## src/rtl/pc_fetch_ctrl.sv

```systemverilog
// IF-stage program counter with next-PC select, stall hold and a multi-cycle
// post-branch flush. Define PC_BRANCH_COUNT_EN to add a saturating taken-branch counter.
module pc_fetch_ctrl #(
  parameter int               WIDTH        = 32,
  parameter logic [WIDTH-1:0] RESET_PC     = '0,
  parameter int               FLUSH_CYCLES = 3
) (
  input  logic             clk,
  input  logic             rst,
  input  logic             stall,
  input  logic             pc_src,
  input  logic [WIDTH-1:0] branch_target,
  output logic [WIDTH-1:0] pc_out,
  output logic [WIDTH-1:0] pc_plus4,
  output logic             flush,
  output logic             busy
`ifdef PC_BRANCH_COUNT_EN
  ,
  output logic [31:0]      branch_count
`endif
);

  typedef enum logic {RUN, FLUSH} state_t;

  localparam logic [2:0]       CNT_INIT   = 3'(FLUSH_CYCLES - 1);
  localparam logic [WIDTH-1:0] ALIGN_MASK = {{(WIDTH-2){1'b1}}, 2'b00};
  localparam logic [WIDTH-1:0] PC_STEP    = WIDTH'(4);

  state_t           state, state_n;
  logic [2:0]       cnt, cnt_n;
  logic [WIDTH-1:0] pc_n;
  logic             flush_n, busy_n;
  logic             take_branch;

  // Overflow wraps naturally: the adder result is truncated to WIDTH.
  assign pc_plus4 = pc_out + PC_STEP;

  // Only a branch seen in RUN is real; in FLUSH it comes from a squashed instruction.
  assign take_branch = (state == RUN) && pc_src;

  always_comb begin
    state_n = state;
    cnt_n   = cnt;
    pc_n    = pc_out;
    flush_n = 1'b0;
    busy_n  = 1'b0;
    case (state)
      RUN: begin
        if (pc_src) begin
          pc_n    = branch_target & ALIGN_MASK;
          flush_n = 1'b1;
          cnt_n   = CNT_INIT;
          if (FLUSH_CYCLES > 1) begin
            state_n = FLUSH;
            busy_n  = 1'b1;
          end
        end else if (!stall) begin
          pc_n = pc_plus4;
        end
      end
      FLUSH: begin
        pc_n = pc_plus4;
        if (cnt != 3'd0) begin
          cnt_n   = cnt - 3'd1;
          flush_n = 1'b1;
          busy_n  = 1'b1;
        end else begin
          state_n = RUN;
        end
      end
      default: state_n = RUN;
    endcase
  end

  always_ff @(posedge clk or negedge rst) begin
    if (!rst) begin
      state  <= RUN;
      cnt    <= 3'd0;
      pc_out <= RESET_PC;
      flush  <= 1'b0;
      busy   <= 1'b0;
    end else begin
      state  <= state_n;
      cnt    <= cnt_n;
      pc_out <= pc_n;
      flush  <= flush_n;
      busy   <= busy_n;
    end
  end

`ifdef PC_BRANCH_COUNT_EN
  function automatic logic [31:0] sat_inc(input logic [31:0] v);
    return (v == 32'hFFFF_FFFF) ? v : v + 32'd1;
  endfunction

  always_ff @(posedge clk or negedge rst) begin
    if (!rst) begin
      branch_count <= 32'd0;
    end else if (take_branch) begin
      branch_count <= sat_inc(branch_count);
    end
  end
`else
  logic unused_take_branch;
  assign unused_take_branch = take_branch;
`endif

endmodule
```

## config.mk

```make
export PLATFORM = sky130hd
export DESIGN_NAME = pc_fetch_ctrl
export DESIGN_NICKNAME = d
export VERILOG_FILES = /design/src/rtl/pc_fetch_ctrl.sv
export SDC_FILE = /design/constraint.sdc
export NUM_CORES = 1
export LEC_CHECK = 0
export BUFFER_PORTS_ARGS = -buffer_cell sky130_fd_sc_hd__buf_2
export CORE_ASPECT_RATIO = 1.5
export CORE_MARGIN = 2
export CORE_UTILIZATION = 30
export DETAILED_ROUTE_END_ITERATION = 10
export PLACE_DENSITY = 0.61
export SYNTH_ARGS = -nofsm -noshare
export SYNTH_HDL_FRONTEND = slang
export SYNTH_SLANG_ARGS = --single-unit
```

## constraint.sdc

```tcl
create_clock -name clk -period 2.05 [get_ports clk]
set_clock_uncertainty 0.05 [all_clocks]
set_input_delay 0.205 -clock clk [delete_from_list [all_inputs] [get_ports clk]]
set_output_delay 0.205 -clock clk [all_outputs]
set_load 0.03 [all_outputs]
```

==> reports/metrics.cfg <==
[status]
status = finished with violations
violations = hold timing, setup timing

[detailed_routing]
viasPerCell = 5.13
routed_wl_mm = 9.17
vias = 2962
ant_nets = 0
post_drt_wl_per_cell_um = 15.9
drc = 0
first_iter_violations = 177
dr.pass1.iters = 4

[power_and_ir_drop]
irDropWorstVdd_uv = 931
power.share.switching_pct = 50.2
p_per_area_mw_per_mm2 = 1690
internal_power_mw = 3.81
power.total_mw = 7.64
power_frac_clock_pct = 11.0
leakage_nw = 2.12
p_sw_mw = 3.84
seqPwrFrac_pct = 17.7
combPwrFrac_pct = 71.2

[synthesis]
ys_types = 53
yosys_register_bits = 34
post-synth-top-area-cell = dfrtp_1
synth_mux_area_share_pct = 2.37
synth_fa_ha_area_share_pct = 1.48
synthesis.area_mm2 = 0.00253
async_flop_share_pct = 100
ys_seq_area_share_pct = 33.6
synth_edf_count = 0
ys.flop_type = dfrtp_1
synthSimpleGateAreaFrac_pct = 25.0
avgSynthCellArea_um2 = 8.50
synth_compound_area_share_pct = 21.0
synth_area_leaders = dfrtp_1 (34%), xnor2_1 (6.2%), nand2_1 (4.2%)
synth_xor_area_share_pct = 10.0
synthCells = 298
synth.top_cell.area_share_pct = 33.6
yosysWarnings = 0
synth_top_family_by_area = simple AND/OR/NAND/NOR gates

[global_routing]
antenna_found_initial = 0
grtUsageTotal_pct = 20.0
grt_pass1_vias = 3046
grt_max_degree = 35
grt_pass1_wl_mm = 14.5
grt_overflow = 0

[flow_run]
drv_cap = 0

[sta]
setup_slack_ns = -0.343
finalCritPeriodShare_pct = 117
max-slew-margin-rel_pct = 45.1
worst_pin_slew_ns = 0.823
hold-worst-slack_ns = -0.0338
tns_ns = -3.10
min_period_ns = 2.39
report.final.slew_viol_count = 0
fmax_ghz = 0.418
finalHoldViolCount = 34
setup_viol = 19
rsz0062_at_grt = yes

[die]
num_rows = 41
dieArea_mm2 = 0.00921
initial_core_util_pct = 30.5
ios = 102
die_h_um = 117
die_x_um = 79.0
fp.coreArea_mm2 = 0.00831

[clocking]
cts_root_buf = clkbuf_16
cts_sinks = 34
h-tree-depth = 2
cts_tree = built
cts.clk_slew.worst_paths_ns = 0.05
insertion_delay_ns = 0.28
numCtsBuffers = 5
cts_buffer_depth = 2

[critical_path]
r2r_slack_ns = -0.10
worstPathCellList = ha_4 -> nand3_4 -> or4_4 -> buf_12 -> nor3_4 -> xor2_4 -> buf_6
critPathKind = reg2out
cp_max_fo = 3
crit_family = simple AND/OR/NAND/NOR gates
cp.arrival_ns = 2.14
max_stage_delay_ns = 0.53
crit_path_end = pc_plus4[22]
crit_required_ns = 1.79
worst_setup_path_start_kind = flop
r2r_end = pc_out[22]$_DFFE_PN0P_
ff2ff_path_depth = 8
worst-path-buf-inv = 2
worst_setup_path_end_kind = output pin
cp_slowest_cell = or4_4
startpoint = pc_out[3]$_DFFE_PN0P_
cp_num_cells = 7
worstReg2RegStart = pc_out[3]$_DFFE_PN0P_

[placed_design]
port-buffer-count = 95
place_inst = 542
place_ws_ns = -0.131
dp_hpwl_mm = 6.50
gp_congestion = 0.797

[final_layout]
area.growth.synth_to_final_pct = 78.5
fin_nets = 508
drive_gt1_share_pct = 57.7
post-route-util_pct = 54.4
n_antenna_cell = 0
layout.cells.non_filler = 577
fillers = 778

[min_path]
hp-class = in2async

[layout make-up]
| type | instances | area, um2 | area share, % |
|---|---|---|---|
| Multi-Input combinational cell | 234 | 1960 | 43.5 |
| Timing Repair Buffer | 186 | 1350 | 29.9 |
| Inverter | 8 | 30.0 | 0.664 |
| Tap cell | 107 | 134 | 2.96 |
| Clock buffer | 8 | 166 | 3.68 |
| Sequential cell | 34 | 873 | 19.3 |
[how the worst min path moves through the flow]
stage / startpoint / end / slack (ns) / cells after the start
after global placement: rst / pc_out[31]$_DFFE_PN0P_ / 0.29 / 1
after detailed placement: rst / pc_out[29]$_DFFE_PN0P_ / 0.30 / 1
after floorplan: rst / cnt[0]$_DFFE_PN0P_ / -0.14 / 0
final: rst / pc_out[21]$_DFFE_PN0P_ / -0.03 / 1
after global routing: rst / cnt[0]$_DFFE_PN0P_ / 0.05 / 1
after CTS: rst / pc_out[21]$_DFFE_PN0P_ / 0.005 / 1
[per-stage QoR]
| stage | instance area, um2 | hold slack, ns |
|---|---|---|
| floorplan | 2770 | -0.141 |
| global placement | 3720 | 0.290 |
| detailed placement | 3720 | 0.299 |
| CTS | 4250 | 0.00543 |
| global route | 4520 | 0.0476 |
| finish | 4520 | -0.0338 |
[cell families (layout without fill, tap and decap cells)]
logic type,after synthesis,count (layout)
xor gates and xnor gates,29,29
buffers and inverters,33,202
other,1,4
adders and majority gates,3,3
and+or+nand+nor,112,112
AOI/OAI and AO/OA,80,80
muxes,6,6
DFF,34,34
[cell usage after synthesis, drive strengths merged (3+ instances only)]
cell	instances
a31oi	7
nor4	4
clkbuf	15
nand4	6
o22a	3
nand2b	3
a21oi	17
and2	3
o31ai	5
nand3	13
inv	8
and4	8
nor2	28
buf	10
a22o	7
xor2	11
xnor2	18
mux2i	6
o21ai	16
o22ai	7
ha	3
and3	6
nand2	28
nor3	5
dfrtp	34
a221o	3
[flip-flops by register name, indices dropped and copies added (netlist names)]
signal / flops
state: 1
cnt: 3
pc_out: 30
[repair_timing]
| item | CTS | global route |
|---|---|---|
| setup endpoints to repair | 23 | 30 |
| pin swaps | 26 | 30 |
| resized for setup | 70 | 40 |
| hold buffers | 0 | 0 |
| buffers inserted | 15 | 18 |
[metal layers]
metal,track usage [%],up-vias,routed length [um]
li1,-,1421,-
met1,22.2,1427,3520
met2,37.7,95,5070
met3,1.93,19,323
met4,9.54,0,249
met5,0,-,0
[power groups by stage]
stage | Combinational [mW] | Clock, mW | Sequential, mW
global placement | 4.73 | 0 | 1.33
CTS | 5.23 | 0.845 | 1.33
detailed placement | 4.79 | 0 | 1.34
finish | 5.44 | 0.843 | 1.36
global route | 5.82 | 0.870 | 1.39
floorplan | 2.39 | 0 | 2.16
[layout by cell type, fill, tap and decap left out, types with 6 or more instances in the layout]
cell type,instances
buf_4,79
buf_6,33
a21oi_1,17
a31oi_1,7
dfrtp_1,16
nand4_1,6
buf_2,72
nand3_4,7
inv_1,8
and3_4,6
o22ai_1,7
nor2_1,23
dfrtp_2,18
nand2_1,25
mux2i_1,6
a22o_1,7
o21ai_0,14
xnor2_1,9
Note: power is estimated with default switching activity, not from simulation.
